**src/rtl/vit_tbck.sv**
```systemverilog
// Survivor-path memory and traceback for the Viterbi decoder: stores one ACS
// decision vector per trellis step, then walks back from best_st and replays bits oldest-first.
module vit_tbck #(
  parameter int ST_W  = 2,
  parameter int DEPTH = 8
) (
  input  logic                 clk,
  input  logic                 rst,
  input  logic                 en_mem,
  input  logic                 en_tbck,
  input  logic [2**ST_W-1:0]   dec_in,
  input  logic [ST_W-1:0]      best_st,
  output logic                 dout,
  output logic                 dout_valid,
  output logic                 done,
  output logic                 ovf
);

  localparam int NS = 2**ST_W;
  localparam int AW = (DEPTH > 1) ? $clog2(DEPTH) : 1;
  localparam int PW = $clog2(DEPTH) + 1;
  localparam logic [PW-1:0] DEPTH_P = PW'(DEPTH);
  localparam logic [PW-1:0] ONE_P   = PW'(1);

  typedef enum logic [2:0] {IDLE, FILL, TRACE, OUT, DONE} state_t;

  state_t          state, state_nxt;
  logic            wr_en;
  logic [PW-1:0]   wr_ptr, rd_ptr, out_ptr, n_bits;
  logic [ST_W-1:0] cur_st;
  logic [NS-1:0]   mem  [DEPTH];
  logic            bits [DEPTH];

  always_comb begin
    state_nxt = state;
    wr_en     = 1'b0;
    case (state)
      IDLE: begin
        if (en_tbck) begin
          state_nxt = DONE;
        end else if (en_mem) begin
          wr_en     = 1'b1;
          state_nxt = FILL;
        end
      end
      FILL: begin
        // Traceback start takes priority: the control FSM keeps en_mem high here
        if (en_tbck) begin
          state_nxt = TRACE;
        end else if (en_mem && (wr_ptr < DEPTH_P)) begin
          wr_en = 1'b1;
        end
      end
      TRACE: begin
        if (rd_ptr == '0) state_nxt = OUT;
      end
      OUT: begin
        if (out_ptr == n_bits - ONE_P) state_nxt = DONE;
      end
      DONE: state_nxt = DONE;
      default: state_nxt = IDLE;
    endcase
  end

  always_ff @(posedge clk) begin
    if (rst) state <= IDLE;
    else     state <= state_nxt;
  end

  always_ff @(posedge clk) begin
    if (wr_en) mem[wr_ptr[AW-1:0]] <= dec_in;
  end

  always_ff @(posedge clk) begin
    if (!rst && state == TRACE) bits[rd_ptr[AW-1:0]] <= cur_st[ST_W-1];
  end

  always_ff @(posedge clk) begin
    if (rst) begin
      wr_ptr     <= '0;
      rd_ptr     <= '0;
      out_ptr    <= '0;
      n_bits     <= '0;
      cur_st     <= '0;
      dout       <= 1'b0;
      dout_valid <= 1'b0;
      done       <= 1'b0;
      ovf        <= 1'b0;
    end else begin
      dout_valid <= 1'b0;
      case (state)
        IDLE: begin
          if (!en_tbck && en_mem) wr_ptr <= ONE_P;
        end
        FILL: begin
          if (en_tbck) begin
            cur_st <= best_st;
            rd_ptr <= wr_ptr - ONE_P;
            n_bits <= wr_ptr;
          end else if (en_mem) begin
            if (wr_ptr < DEPTH_P) wr_ptr <= wr_ptr + ONE_P;
            else                  ovf    <= 1'b1;
          end
        end
        TRACE: begin
          // Predecessor shifts the stored survivor choice in at the LSB
          cur_st <= {cur_st[ST_W-2:0], mem[rd_ptr[AW-1:0]][cur_st]};
          if (rd_ptr == '0) out_ptr <= '0;
          else              rd_ptr  <= rd_ptr - ONE_P;
        end
        OUT: begin
          dout       <= bits[out_ptr[AW-1:0]];
          dout_valid <= 1'b1;
          out_ptr    <= out_ptr + ONE_P;
        end
        DONE: done <= 1'b1;
        default: ;
      endcase
    end
  end

endmodule

```
**config.mk**
```make
export PLATFORM = sky130hd
export DESIGN_NAME = vit_tbck
export DESIGN_NICKNAME = d
export VERILOG_FILES = /design/src/rtl/vit_tbck.sv
export SDC_FILE = /design/constraint.sdc
export NUM_CORES = 1
export LEC_CHECK = 0
export CAP_MARGIN = 20
export CORE_ASPECT_RATIO = 0.8
export CORE_MARGIN = 2
export CORE_UTILIZATION = 45
export CTS_CLUSTER_DIAMETER = 80
export DETAILED_ROUTE_END_ITERATION = 6
export MAX_ROUTING_LAYER = met4
export REMOVE_ABC_BUFFERS = 1
export SYNTH_ARGS = -nofsm -noshare
export SYNTH_HDL_FRONTEND = slang
export SYNTH_SLANG_ARGS = --single-unit
```
**constraint.sdc**
```tcl
create_clock -name clk -period 3 [get_ports clk]
set_input_delay 0.6 -clock clk [delete_from_list [all_inputs] [get_ports clk]]
set_output_delay 0.6 -clock clk [all_outputs]
set_load 0.005 [all_outputs]
```
## After elaboration in Yosys (flattened, before gate mapping)

Memory sizes are Yosys's and may differ from the RTL's. A register that Yosys moved wholly into a read port is not among the register bits.
Cells that the tools add are included.
Widths: inputs -> output; s select.

| operators by class | value |
|---|---|
| add/sub/neg operators | 5 |
| magnitude comparators | 2 |
| equality and inequality tests | 14 |
| muxes and demuxes | 32 |
| bitwise logic cells | 2 |
| reduce and logical (&&, ||, !) cells | 17 |

Operators by type and width:

| kind | count |
|---|---|
| $mux 4 | 7 |
| $pmux 4 s2 | 3 |
| $mux 3 | 7 |
| $ne 2x2->1 const B | 8 |
| $pmux 3 s5 | 1 |
| $sub 4x1->4 const B | 3 |
| $mux 1 | 10 |
| $add 4x1->4 const B | 2 |
| $reduce_and 4->1 | 2 |
| $eq 3x2->1 const B | 2 |
| $reduce_and 2->1 | 3 |
| $reduce_bool 2->1 | 3 |
| $reduce_and 5->1 | 1 |
| $eq 4x4->1 | 1 |
| $logic_not 4->1 | 1 |
| $lt 4x4->1 const B | 1 |
| $pmux 2 s2 | 1 |
| $eq 3x1->1 const B | 1 |
| $eq 3x3->1 const B | 1 |
| $logic_and 1x1->1 | 3 |
| $logic_not 3->1 | 1 |
| $lt 2x3->1 const B | 1 |
| $ne 3x3->1 const B | 1 |
| $reduce_and 3->1 | 1 |
| 5 further kinds | 7 |

| storage, ports and cells | value |
|---|---|
| register bits | 24 |
| memory bits (writable) | 40 |
| bits of input ports | 10 |
| output and inout bits | 4 |
| logic and storage cells | 83 |
| memories kept | 2 |

Memories:

| memory | words | width | read ports | clocked after Yosys merged registers in | write ports | line | RTL |
|---|---|---|---|---|---|---|---|
| mem | 8 | 4 | 1 | 1 | 1 | 31 | `logic [NS-1:0] mem [DEPTH];` |
| bits | 8 | 1 | 1 | 1 | 1 | 32 | `logic bits [DEPTH];` |

## Logic depth before layout (Yosys ltp)

| logic depth | value |
|---|---|
| word-level depth | 7 |
| depth in mapped cells | 9 |
| gate-level depth less buffers | 7 |

## Least setup slack after synthesis

OpenSTA, ideal clock, no wires.

| timing | value |
|---|---|
| path kind | input to register |
| start point | input en_tbck |
| end point | memory mem[0][0] (netlist name), enable pin |
| data arrival time | 1.801 ns |
| path slack | 0.837 ns |
| cell stages on the path | 5 |
| buffers on the path | 1 |
| path through | buf_2 nor4b_4 a21boi_1 nand2b_1 nor3_1 |

| between the ends | value |
|---|---|
| longest elaborated chain between the ends | 4 |

Ends and longest elaborated chain:

| item | line | RTL |
|---|---|---|
| from (decl) | 10 | `input logic en_tbck,` |
| $mux 1, on equally long branches | 48, 39 |  |
| $pmux 1 s2 (*) | 37 | `case (state)` |
| $mux 1 (*) | 71 | `if (wr_en) mem[wr_ptr[AW-1:0]] <= dec_in;` |
| $mux 1 (implied by the code) (*) | 71 |  |
| to (decl) | 31 |  |

Mark *: on every way between the ends. The rest lies on a longest branch, timed or not.

## Worst setup path after layout

| timing | value |
|---|---|
| start point | input en_tbck |
| end point | memory mem[1][1] (netlist name), enable pin |

Same word-level chain as after synthesis.

==> flow_summary.toml <==
[timing]
finalSetupViolations = 0
tightest_slew_ns = 0.660
fin_crit_sh_pct = 76.9
hold_ws_ns = 0.470
fmax_mhz = 434
slew_viol_final = 0
rsz0062_at_grt = "no"
fin_crit_ns = 2.31
finalSetupTns_ns = 0
clock_skew_ns = 0.00620
hold_viol_final = 0
slew_headroom_pct = 56.0

[clock_tree]
clock_latency_ns = 0.34
post-cts-setup-buffers = 0
hold_buffers = 0
htreeDepth = 3
clkSlewWorstSetupHoldPaths_ns = 0.08
cts_tree = "built"
clkSinkCount = 68
cts_buffers = 9
ctsResizeCount = 0
root_buffer = "clkbuf_8"
clock_path_buffers = 2

[floorplan]
die_w_um = 97.7
io_pins = 14
start_util_pct = 46.1
rows = 27
fp.dieH_um = 78.9
core_region_area_um2 = 6860
die_area_um2 = 7710

[global_routing]
grt_overflow = 0
met3_usage_pct = 5.55
grtUsageMet2_pct = 21.6
grt_max_degree = 19
use_met1_pct = 26.4
gr-max-usage-layer = "met1"
grt_pass1_vias = 1865
track_usage_pct = 17.4
grt_antenna_before_repair = 0
grt_pass1_wl_um = 9910

[yosys]
ys.warnings.count = 0
synthArstFlopShare_pct = 0
synthDominantCellAreaShare_pct = 38.0
syn_area_um2 = 3160
yosysSeqAreaShare_pct = 55.8
synth_area_leader_cell = "edfxtp_1"
postSynthAreaPerCell_um2 = 12.3
ys_types = 54
syn-instance-count = 256
ys_top_cells_by_area = "edfxtp_1 (38%), dfxtp_1 (18%), mux2i_1 (5.1%)"
synth.ff_latch_count = 68
synth_edf_count = 40
synth_flop_cell = "edfxtp_1"

[setup_path]
cp_slowest_cell = "nor3_1"
path_class = "input pin to register"
reg2reg_slack_ns = 0.80
worstPathRequired_ns = 2.98
cpPeakStageDelay_ns = 0.49
cp_max_fo = 4
worstPathArrival_ns = 2.28
path_delay_family = "simple AND/OR/NAND/NOR gates"
crit_path_end_kind = "register"
worstPathCellList = "clkdlybuf4s50_1, nor4b_4, a21boi_1, nand2_1, nor3_1"
start_kind = "input pin"
critPathBufInv = 1

[layout]
regArea_um2 = 1760
multi_input_area_um2 = 1280
fin_nets = 279
area_growth_pct = 11.2
n_antenna_cell = 0
utilization_pct = 51.2
n_fill_cell = 605
layout-drive-gt1-share_pct = 17.0

[pwr]
powerDensity_nw_per_um2 = 561
ir_drop_uv = 197
p_leak_nw = 1.13
finalPower_mw = 1.97

[route]
dr.pass1.iters = 4
drt-initial-drc-count = 132
route.detailed.drc = 0
postRouteAntennaNets = 0
vias = 1950
routedWlPerCell_um = 16.7
via_per_inst = 5.46
finalWirelength_um = 5980

[worst_hold_path]
min_path_type = "register to register"

[flow_run]
max_cap_viol_count = 0

[placed_design]
place_congestion = 0.789
dp_hpwl_um = 4220
io_buffers = 13

[run_status]
status = "completed"
-- cells in the final DEF (no fill, tap or decap), drive strengths merged, types with 2 or more instances in the layout --
master	instances
mux4	7
xnor2	7
clkbuf	9
a211oi	5
o211ai	2
nor3b	2
a21oi	9
a22oi	2
edfxtp	40
nor4b	2
a41o	2
mux2i	17
clkdlybuf4s50	13
inv	8
nor2	32
nor3	9
and3	2
nor4	3
clkinvlp	4
buf	5
o21ai	3
a31oi	3
a2bb2oi	2
nand2	17
ha	4
nand3b	4
nand3	4
nand2b	7
dfxtp	28
mux2	2
-- state kept, by name, summed over array words and instances, names as in the netlist, named ones only --
signal	cells
rd_ptr	4
mem	32
wr_ptr	4
bits	8
n_bits	4
dout_valid	1
done	1
dout	1
ovf	1
state	3
cur_st	2
out_ptr	4
-- power breakdown --
group	leakage, nW	switching (mW)	total [mW]	internal [mW]
clock	0.0759	0.362	0.663	0.302
sequential	0.590	0.0689	1.09	1.02
combinational	0.467	0.102	0.220	0.118
total	1.13	0.532	1.97	1.44
-- logic make-up (layout without fill, tap and decap cells) --
family	after synthesis	after routing	share of synthesized area (%)
flops	68	68	55.8
fa+ha+maj	4	4	1.58
simple gates	87	87	16.2
buf+inv	26	40	4.00
mux	26	26	11.5
xor+xnor	8	8	2.22
compound gates	37	37	8.79
-- worst register-to-register path, stage by stage (launching register included) --
cell	delay, ns
dfxtp_1	0.58
or3b_4	0.56
mux2i_4	0.23
ha_1	0.27
nand3b_1	0.09
o211ai_1	0.09
a22oi_1	0.19
nor2_1	0.07
-- metal layers --
layer  vias to the layer above  share of wire [%]
met5                         -                  0
met4                         0                1.0
met3                         7                7.5
met2                        51                 39
met1                       926                 52
li1                        966                  -
-- metrics by stage --
stage	area, um^2	setup WS, ns	cells
2_1_floorplan	3060	0.642	236
5_1_grt	3510	0.592	357
6_report	3510	0.694	357
3_5_place_dp	3340	0.374	341
4_1_cts	3510	0.733	357
3_3_place_gp	3340	0.406	341
-- cells in the mapped netlist, types with 2 or more instances --
master,instances
nand2_1,16
nand2b_1,7
xnor2_1,7
a211oi_1,5
a2bb2oi_1,2
o21ai_0,3
nor3b_2,2
nor3_1,6
nand3b_1,4
a21oi_1,9
mux2i_1,16
nor3_2,3
mux4_2,7
inv_1,5
ha_1,4
and3_1,2
nor2_1,31
buf_6,2
dfxtp_1,28
o211ai_1,2
a31oi_1,3
clkbuf_1,11
edfxtp_1,40
buf_2,5
a22oi_1,2
nand3_1,4
mux2_2,2
a41o_1,2
-- final timing paths --
kind                  from  cells past startpoint        end
hold / removal        done                      2       done
setup / recovery   en_tbck                      5  mem[1][1]
hold reg to reg       done                      2       done
setup reg to reg  state[1]                      7   register
-- layout make-up --
type                    count  area share, %
flip-flops and latches     68           50.1
inverters                   6          0.641
clock buffers               9           3.53
well taps                  87           3.10
multi-input cells         162           36.4
repair buffers             18           4.77
clock inverters             7           1.46
No activity file was read; power rests on OpenSTA's default activity.
